==> src/rtl/seg_char_pkg.sv <==
// seg_char_pkg: character codes and active-low 7-segment patterns {g,f,e,d,c,b,a}
package seg_char_pkg;
   localparam int CHAR_W = 5;
   localparam logic [CHAR_W-1:0] CHAR_BLANK = 5'd16;
   localparam logic [CHAR_W-1:0] CHAR_T     = 5'd17;
   localparam logic [CHAR_W-1:0] CHAR_J     = 5'd18;
   localparam logic [CHAR_W-1:0] CHAR_DASH  = 5'd19;
   localparam logic [CHAR_W-1:0] CHAR_H     = 5'd20;
   localparam logic [CHAR_W-1:0] CHAR_L     = 5'd21;
   localparam logic [CHAR_W-1:0] CHAR_P     = 5'd22;
   localparam logic [CHAR_W-1:0] CHAR_U     = 5'd23;
   localparam logic [CHAR_W-1:0] CHAR_R     = 5'd24;
   localparam logic [CHAR_W-1:0] CHAR_N     = 5'd25;
   localparam logic [CHAR_W-1:0] CHAR_O     = 5'd26;

   function automatic logic [6:0] seg_decode(input logic [CHAR_W-1:0] code);
      case (code)
         5'd0:      seg_decode = 7'b1000000;
         5'd1:      seg_decode = 7'b1111001;
         5'd2:      seg_decode = 7'b0100100;
         5'd3:      seg_decode = 7'b0110000;
         5'd4:      seg_decode = 7'b0011001;
         5'd5:      seg_decode = 7'b0010010;
         5'd6:      seg_decode = 7'b0000010;
         5'd7:      seg_decode = 7'b1111000;
         5'd8:      seg_decode = 7'b0000000;
         5'd9:      seg_decode = 7'b0010000;
         5'd10:     seg_decode = 7'b0001000;
         5'd11:     seg_decode = 7'b0000011;
         5'd12:     seg_decode = 7'b1000110;
         5'd13:     seg_decode = 7'b0100001;
         5'd14:     seg_decode = 7'b0000110;
         5'd15:     seg_decode = 7'b0001110;
         CHAR_T:    seg_decode = 7'b0000111;
         CHAR_J:    seg_decode = 7'b1110001;
         CHAR_DASH: seg_decode = 7'b0111111;
         CHAR_H:    seg_decode = 7'b0001001;
         CHAR_L:    seg_decode = 7'b1000111;
         CHAR_P:    seg_decode = 7'b0001100;
         CHAR_U:    seg_decode = 7'b1000001;
         CHAR_R:    seg_decode = 7'b0101111;
         CHAR_N:    seg_decode = 7'b0101011;
         CHAR_O:    seg_decode = 7'b0100011;
         default:   seg_decode = 7'b1111111;
      endcase
   endfunction
endpackage

==> src/rtl/seg_multi_char_display_if.sv <==
// seg_multi_char_display_if: content update handshake between control FSM and display driver
interface seg_multi_char_display_if #(parameter int NUM_DIGITS = 4);
   import seg_char_pkg::*;
   logic                           upd_valid;
   logic                           upd_ready;
   logic [CHAR_W*NUM_DIGITS-1:0]   upd_chars;
   logic [NUM_DIGITS-1:0]          upd_dp;
   logic [NUM_DIGITS-1:0]          upd_blink;
   modport master(output upd_valid, upd_chars, upd_dp, upd_blink, input upd_ready);
   modport slave(input upd_valid, upd_chars, upd_dp, upd_blink, output upd_ready);
endinterface

==> src/rtl/seg_char_decoder.sv <==
// seg_char_decoder: combinational 5-bit character code to active-low 7-segment pattern
module seg_char_decoder
   import seg_char_pkg::*;
(
   input  logic [CHAR_W-1:0] code,
   output logic [6:0]        seg_n
);
   assign seg_n = seg_decode(code);
endmodule

==> src/rtl/seg_multi_char_display.sv <==
// seg_multi_char_display: multiplexed N-digit 7-segment driver with frame-synchronous updates.
// Optional per-digit blink enabled by defining SEG_BLINK_EN.
module seg_multi_char_display
   import seg_char_pkg::*;
#(
   parameter int NUM_DIGITS   = 4,
   parameter int SCAN_DIV     = 25000,
   parameter int BLANK_CYCLES = 8,
   parameter int BLINK_FRAMES = 64
) (
   input  logic                  clk,
   input  logic                  rst,
   seg_multi_char_display_if.slave upd,
   output logic [7:0]            seg,
   output logic [NUM_DIGITS-1:0] an,
   output logic                  frame_done
);
   localparam int CW = $clog2(SCAN_DIV);
   localparam int IW = $clog2(NUM_DIGITS);
   localparam int DW = CHAR_W * NUM_DIGITS;
   localparam logic [0:0] ST_IDLE = 1'b0;
   localparam logic [0:0] ST_PEND = 1'b1;

   if (NUM_DIGITS < 2 || NUM_DIGITS > 8 || SCAN_DIV < BLANK_CYCLES + 2 || BLINK_FRAMES < 1) begin : g_bad_cfg
      $error("seg_multi_char_display: invalid parameter combination");
   end

   logic [CW-1:0]         scan_cnt;
   logic [IW-1:0]         digit_idx;
   logic [0:0]            state;
   logic [DW-1:0]         shd_chars, disp_chars;
   logic [NUM_DIGITS-1:0] shd_dp, disp_dp;
   logic                  slot_end, wrap, accept, commit, blanking, blank_dig;
   logic [CHAR_W-1:0]     cur_char;
   logic [6:0]            dig_seg;

   assign slot_end      = scan_cnt == CW'(SCAN_DIV - 1);
   assign wrap          = slot_end && digit_idx == IW'(NUM_DIGITS - 1);
   assign accept        = state == ST_IDLE && upd.upd_valid;
   assign commit        = state == ST_PEND && wrap;
   assign upd.upd_ready = state == ST_IDLE;
   assign blanking      = scan_cnt < CW'(BLANK_CYCLES);
   assign cur_char      = disp_chars[CHAR_W*digit_idx +: CHAR_W];

   seg_char_decoder u_dec (.code(cur_char), .seg_n(dig_seg));

   always_ff @(posedge clk or posedge rst) begin
      if (rst) begin
         scan_cnt   <= '0;
         digit_idx  <= '0;
         frame_done <= 1'b0;
      end else begin
         scan_cnt   <= slot_end ? '0 : scan_cnt + 1'b1;
         digit_idx  <= wrap ? '0 : slot_end ? digit_idx + 1'b1 : digit_idx;
         frame_done <= wrap;
      end
   end

   // Shadow buffer only reaches the display at a wrap, so a frame never mixes old and new digits
   always_ff @(posedge clk or posedge rst) begin
      if (rst) begin
         state      <= ST_IDLE;
         shd_chars  <= {NUM_DIGITS{CHAR_BLANK}};
         shd_dp     <= '0;
         disp_chars <= {NUM_DIGITS{CHAR_BLANK}};
         disp_dp    <= '0;
      end else if (accept) begin
         state     <= ST_PEND;
         shd_chars <= upd.upd_chars;
         shd_dp    <= upd.upd_dp;
      end else if (commit) begin
         state      <= ST_IDLE;
         disp_chars <= shd_chars;
         disp_dp    <= shd_dp;
      end
   end

`ifdef SEG_BLINK_EN
   localparam int BW = BLINK_FRAMES > 1 ? $clog2(BLINK_FRAMES) : 1;
   logic [BW-1:0]         blink_cnt;
   logic                  phase, blink_last;
   logic [NUM_DIGITS-1:0] shd_blink, disp_blink;
   assign blink_last = blink_cnt == BW'(BLINK_FRAMES - 1);
   assign blank_dig  = phase && disp_blink[digit_idx];
   always_ff @(posedge clk or posedge rst) begin
      if (rst) begin
         blink_cnt  <= '0;
         phase      <= 1'b0;
         shd_blink  <= '0;
         disp_blink <= '0;
      end else begin
         shd_blink  <= accept ? upd.upd_blink : shd_blink;
         disp_blink <= commit ? shd_blink : disp_blink;
         blink_cnt  <= wrap ? (blink_last ? '0 : blink_cnt + 1'b1) : blink_cnt;
         phase      <= wrap && blink_last ? ~phase : phase;
      end
   end
`else
   logic unused_blink;
   assign unused_blink = ^upd.upd_blink;
   assign blank_dig    = 1'b0;
`endif

   always_ff @(posedge clk or posedge rst) begin
      if (rst) begin
         seg <= 8'hFF;
         an  <= '1;
      end else begin
         an  <= blanking ? '1 : ~(NUM_DIGITS'(1) << digit_idx);
         seg <= blanking || blank_dig ? 8'hFF : {~disp_dp[digit_idx], dig_seg};
      end
   end
endmodule

==> src/flat_wrapper.sv <==
// flat-port wrapper written by rule: the top's interface ports become plain ports
module seg_multi_char_display_flat import seg_char_pkg::*;
#(
   parameter int NUM_DIGITS   = 4,
   parameter int SCAN_DIV     = 25000,
   parameter int BLANK_CYCLES = 8,
   parameter int BLINK_FRAMES = 64
)
  (clk, rst, seg, an, frame_done, upd_upd_valid, upd_upd_chars, upd_upd_dp, upd_upd_blink, upd_upd_ready);
  seg_multi_char_display_if #(.NUM_DIGITS(NUM_DIGITS)) upd_i ();
  input  logic clk;
  input  logic rst;
  output logic [7:0] seg;
  output logic [NUM_DIGITS-1:0] an;
  output logic frame_done;
  input wire logic [$bits(upd_i.upd_valid)-1:0] upd_upd_valid;
  input wire logic [$bits(upd_i.upd_chars)-1:0] upd_upd_chars;
  input wire logic [$bits(upd_i.upd_dp)-1:0] upd_upd_dp;
  input wire logic [$bits(upd_i.upd_blink)-1:0] upd_upd_blink;
  output wire logic [$bits(upd_i.upd_ready)-1:0] upd_upd_ready;
  assign upd_i.upd_valid = upd_upd_valid;
  assign upd_i.upd_chars = upd_upd_chars;
  assign upd_i.upd_dp = upd_upd_dp;
  assign upd_i.upd_blink = upd_upd_blink;
  assign upd_upd_ready = upd_i.upd_ready;
  seg_multi_char_display #(.NUM_DIGITS(NUM_DIGITS), .SCAN_DIV(SCAN_DIV), .BLANK_CYCLES(BLANK_CYCLES), .BLINK_FRAMES(BLINK_FRAMES)) u_core (.clk(clk), .rst(rst), .upd(upd_i), .seg(seg), .an(an), .frame_done(frame_done));
endmodule
==> config.mk <==
export PLATFORM = sky130hd
export DESIGN_NAME = seg_multi_char_display_flat
export DESIGN_NICKNAME = d
export VERILOG_FILES = /design/src/rtl/seg_char_pkg.sv /design/src/rtl/seg_multi_char_display_if.sv /design/src/rtl/seg_char_decoder.sv /design/src/rtl/seg_multi_char_display.sv /design/src/flat_wrapper.sv
export SDC_FILE = /design/constraint.sdc
export NUM_CORES = 1
export LEC_CHECK = 0
export CORE_MARGIN = 5
export CORE_UTILIZATION = 25
export CTS_BUF_LIST = sky130_fd_sc_hd__clkbuf_8
export DETAILED_ROUTE_END_ITERATION = 12
export REMOVE_ABC_BUFFERS = 1
export SETUP_SLACK_MARGIN = 0.02
export SLEW_MARGIN = 20
export SYNTH_ARGS = -nofsm -noshare
export SYNTH_HDL_FRONTEND = slang
export SYNTH_HIERARCHICAL = 1
export SYNTH_SLANG_ARGS = --single-unit
==> constraint.sdc <==
create_clock -name clk -period 2.95 [get_ports clk]
set_input_delay 0.4425 -clock clk [delete_from_list [all_inputs] [get_ports clk]]
set_output_delay 0.4425 -clock clk [all_outputs]
set_load 0.01 [all_outputs]
* Word level (Yosys, flattened, before mapping)
Memories as Yosys holds them, arrays and structs flattened. Cells that the tools add are included.
Cells by class: add/subtract/negate cells 2, multipliers 1, $lt $le $gt $ge 2, equality and inequality tests 2, shifts and indexed selects 2, muxes and demuxes 9, bitwise operators 4, reductions and logical operators 6
Operator list (count):
- $shiftx 20x6->5 | 1
- $add 15x1->15 const B | 1
- $eq 15x15->1 const B | 1
- $lt 15x4->1 const B | 1
- $mux 15 | 1
- $mux 8 | 1
- $mul 3x2->5 const A | 1
- $mux 2 | 2
- $mux 4 | 1
- $not 4->4 | 1
- $reduce_bool 2->1 | 2
- $shl 1x2->4 const A | 1
- $logic_and 1x1->1 | 3
- $lt 2x3->1 const B | 1
- $mux 1 | 3
- $not 1->1 | 3
- $add 2x1->2 const B | 1
- $bmux 1 s2 | 1
- $eq 2x2->1 const B | 1
- $reduce_and 2->1 | 1
Word-level totals: flip-flop bits (word level) 79, ROM bits 224, bits of input ports 31, output and inout port bits 14, logic and storage cells 39, memories 1
Memories:
- (name not given) | words 32, bits a word 7, rd ports 1, clocked after memory_dff 0, wr ports 0, RTL line seg_char_pkg.sv:17 | case (code)

* Depth between registers and ports, before layout
Gate-level depths: netlist (run 1).
depth in word-level cells 5, depth in mapped cells 8, gate-level depth less buffers 7

* Modules after synthesis
Netlist (run 1), hierarchy kept.
By module, submodules not included:
- seg_multi_char_display | times used 1, cells an instance 222, area each 3239.4 um^2, sequential area each 2001.9 um^2
- seg_char_decoder | times used 1, cells an instance 60, area each 466.7 um^2, sequential area each 0.0 um^2

* Worst setup path before layout (run 1)
Ideal clock, no wire load.
kind flip-flop to flip-flop, start point reg u_core.digit_idx[0], end point reg u_core.seg[3], arrival 2.418 ns, setup slack 0.444 ns, stages on the path, launching flop included 9, period minus slack after synthesis 2.506 ns, path through dfrtp_1 > clkbuf_1 > mux4_2 > inv_1 > ha_1 > inv_1 > mux4_2 > a2bb2oi_1 > nand2b_1
Between the ends: cells in the longest elaborated chain, start to end 4
RTL lines:
- start, declared | RTL line seg_multi_char_display.sv:29 | logic [IW-1:0] digit_idx;
- start signal, assigned | RTL line seg_multi_char_display.sv:54 | digit_idx <= wrap ? '0 : slot_end ? digit_idx + 1'b1 : digit_idx;
- $mul 3x2->5 | RTL line seg_multi_char_display.sv:43 | assign cur_char = disp_chars[CHAR_W*digit_idx +: CHAR_W];
- $shiftx 20x6->5 | RTL line seg_multi_char_display.sv:43
- via u_core.cur_char[0] | RTL line seg_multi_char_display.sv:34 | logic [CHAR_W-1:0] cur_char;
- $mem_v2 32x7
- via u_core.dig_seg[3] | RTL line seg_multi_char_display.sv:35 | logic [6:0] dig_seg;
- $mux 8 | RTL line seg_multi_char_display.sv:110 | seg <= blanking || blank_dig ? 8'hFF : {~disp_dp[digit_idx], dig_seg};
- end signal, assigned | RTL line seg_multi_char_display.sv:110
- end, declared | RTL line seg_multi_char_display.sv:14 | output logic [7:0] seg,
The timed path passes the listed nets, and every way through them passes these cells. A chain may end at the register's enable or synchronous reset.

* Worst setup path in the final report (run 1)
Ends and elaborated chain as after synthesis.

==> impl_metrics.yaml, run 1 <==
final_layout:
  area_delta_synth_final_pct: 20.4
  diodes: 0
  layout_commonest_cell: "dfrtp_1"
  drive_gt1_frac: 0.251
  layout.nets: 365
  fin_area_sq_um: 4460
  fin_util: 0.307
  mostFrequentLayoutCells: "dfrtp_1 (59), clkdlybuf4s50_1 (40), mux2_2 (29), mux2_1 (20), dfstp_2 (20)"
power_and_ir_drop:
  ir_drop_v: 0.000203
  p_comb_frac: 0.049
  internal_power_mw: 1.51
  p_leak_nw: 1.96
  clkPwrFrac: 0.364
  p_per_area_nw_per_um2: 437
  power_frac_seq: 0.587
  p_sw_uw: 441
  switching_share: 0.226
placement:
  placed_area_sq_um: 4290
  gp_congestion: 0.773
  dp_hpwl_um: 4800
  io_buffers: 40
cts:
  cts_tree: "done"
  cts_resized: 0
  clock_path_buffers: 2
  cts_hold_repair.buffers: 0
  clk_pin_slew_worst_paths_ns: 0.09
  clock-root-buffer: "clkbuf_8"
  cts_setup_buffers: 0
  clock_sinks: 79
  ctsHtreeMaxLevel: 3
  clkLatencyLatePin_ns: 0.35
  cts_buffers: 9
global_route:
  grtUsageTotal: 0.0821
  grt_pass1_wl_um: 11700
  antenna_found_initial: 0
  grt_pass1_vias: 2390
  grt_max_degree: 57
  gr-total-overflow: 0
yosys:
  ys_warn_count: 6
  yosys.area_share.simple: 0.105
  ys_ff_latch: 79
  yosysUniqueCellTypes: 45
  synthXorXnorAreaFrac: 0.0260
  netlist_area_sq_um: 3710
  synthFlopType: "dfrtp_1"
  synth-adder-area-share: 0.0405
  synth_top_family_by_area: "multiplexers"
  synthArstFlopShare: 1.00
  syn-instance-count: 282
  synth-edff-count: 0
  muxShareOfSynthArea: 0.198
  yosysSeqAreaShare: 0.540
  synth_compound_gate_area_share: 0.0503
  syn_area_per_cell_sq_um: 13.1
floorplanning:
  die_w_um: 132
  start_util: 0.255
  num_rows: 44
  die_height_um: 132
  fp.coreArea_sq_um: 14500
  io_pins: 45
  fp.dieArea_sq_um: 17400
sta:
  fmax_mhz: 399
  min_period_ns: 2.51
  hold_viol: 0
  finalCritPeriodShare: 0.850
  rsz0062_at_grt: "no"
  tns_ns: 0
  maxSlewViolCount: 0
  fin_skew_ns: 0.0120
  relSlewSlack: 0.666
  finalSetupViolations: 0
  tightest_slew_ns: 0.500
routing:
  wl_per_cell_um: 13.1
  viasPerCell: 4.32
  drt.antenna.violating_nets: 0
  num_vias: 2207
  drc_errors: 0
  drtIter0Drc: 66
  routed_wirelength_um: 6710
  firstDrtPassIters: 4
hold_path:
  hold_class: "in2async"
worst_setup_path:
  cp-start-kind: "flop"
  worst-setup-path-type: "reg2reg"
  end_kind: "flop"
  cpPeakStageDelay_ns: 0.66
  path_cells: "mux4_2 -> inv_1 -> ha_1 -> inv_1 -> mux4_2 -> a2bb2oi_1 -> nand2b_1"
  crit_arrival_ns: 2.77
  critical_path.max_fanout: 8
  slowest_stage: "mux4_2"
  critPathRequiredTime_ns: 3.21
  r2r_setup_slack_ns: 0.44
run:
  cap_violations: 0
outcome:
  status: "complete, no violations"
Yosys cell counts, types with 2 or more instances:
cell type,instances,share of area
o21ai_0,6,0.0081
mux2_1,20,0.061
nor4_1,2,0.0034
buf_6,7,0.021
nand2_1,14,0.014
xnor2_1,5,0.012
and3_1,2,0.0034
nand3_1,5,0.0068
xor2_1,6,0.014
clkbuf_1,7,0.0071
dfstp_2,20,0.14
or4_1,2,0.0041
nand4_1,3,0.0051
dfrtp_1,59,0.40
mux2_2,29,0.088
inv_1,9,0.0091
nand2b_1,9,0.015
mux4_2,7,0.043
a221oi_1,2,0.0047
ha_1,12,0.041
nor2b_1,8,0.014
or3_1,2,0.0034
a211o_1,2,0.0047
nor2_1,14,0.014
buf_2,2,0.0027
a31oi_1,3,0.0051
nor3_1,3,0.0041
a21oi_1,4,0.0054
o311ai_1,2,0.0047
sequential cells by signal (all words and copies together), names as in the netlist:
| name | flops |
|---|---|
| u_core/digit_idx | 2 |
| u_core/seg | 8 |
| u_core/scan_cnt | 15 |
| u_core/an | 4 |
| u_core/state | 1 |
| u_core/frame_done | 1 |
| u_core/disp_dp | 4 |
| u_core/shd_dp | 4 |
| u_core/shd_chars | 20 |
| u_core/disp_chars | 20 |
layer usage:
metal  GRT usage  vias up  part of all wire
met5           0        -                 0
met3      0.0218       11             0.034
li1            -     1071                 -
met1       0.107     1084              0.48
met2       0.129       41              0.46
met4      0.0354        0             0.019
stage by stage:
stage,hold slack [ns],setup WS (ns),power (mW),std cells
after CTS,0.448,0.403,1.99,511
after global placement,0.445,0.458,1.26,495
after global routing,0.463,0.154,2.05,511
final,0.440,0.442,1.95,511
after detailed placement,0.459,0.417,1.27,495
after floorplan,0.433,0.199,1.21,266
critical path: cells and delay by family (launching register included):
| family | cells | cell delay, ns |
|---|---|---|
| fa+ha+maj | 1 | 0.21 |
| buf+inv | 2 | 0.25 |
| flops | 1 | 0.59 |
| mux | 2 | 1.10 |
| simple gates | 1 | 0.14 |
| compound gates | 1 | 0.14 |
power groups by stage:
stage	Clock [mW]	Combinational, mW	Sequential, mW
6_report	0.710	0.0949	1.15
2_1_floorplan	0	0.0494	1.16
3_5_place_dp	0	0.0981	1.17
5_1_grt	0.794	0.107	1.15
3_3_place_gp	0	0.0953	1.17
4_1_cts	0.747	0.0983	1.15
cell type report:
class | instances | area, sq um
Clock buffer | 10 | 138
Fill cell | 1522 | 10100
Timing Repair Buffer | 45 | 463
Clock inverter | 6 | 37.5
Inverter | 9 | 33.8
Multi-Input combinational cell | 178 | 1560
Sequential cell | 79 | 2000
Tap cell | 184 | 230
cells by family after synthesis:
logic type	Yosys count
flip-flops	79
AND/OR/NAND/NOR	70
multiplexers	58
AO/OA/AOI/OAI	27
buffers and inverters	25
adder cells (fa/ha/maj)	12
XOR/XNOR	11
path summary, 6_finish.rpt:
check | to | startpoint | depth (start not counted)
max in group asynchronous | u_core/shd_chars[4]$_DFFE_PP1P_ | rst | 3
hold / removal | u_core/scan_cnt[11]$_DFF_PP0_ | rst | 2
min in group clk | u_core/scan_cnt[0]$_DFF_PP0_ | u_core/scan_cnt[0]$_DFF_PP0_ | 1
hold reg to reg | u_core/scan_cnt[0]$_DFF_PP0_ | u_core/scan_cnt[0]$_DFF_PP0_ | 1
setup / recovery | u_core/seg[3]$_DFF_PP1_ | u_core/digit_idx[0]$_DFFE_PP0P_ | 7
setup reg to reg | u_core/seg[3]$_DFF_PP1_ | u_core/digit_idx[0]$_DFFE_PP0P_ | 7
Power figures use the tool's default switching activity.
==> inputs of run 2 (changes only) <==
--- a/config.mk
+++ b/config.mk
@@ -8,6 +8,7 @@
 export CORE_MARGIN = 5
 export CORE_UTILIZATION = 25
 export CTS_BUF_LIST = sky130_fd_sc_hd__clkbuf_8
+export CTS_CLUSTER_SIZE = 40
 export DETAILED_ROUTE_END_ITERATION = 12
 export REMOVE_ABC_BUFFERS = 1
 export SETUP_SLACK_MARGIN = 0.02
==> results of run 2 <==
Final layout, timing and power as in run 1 (identical DEF).
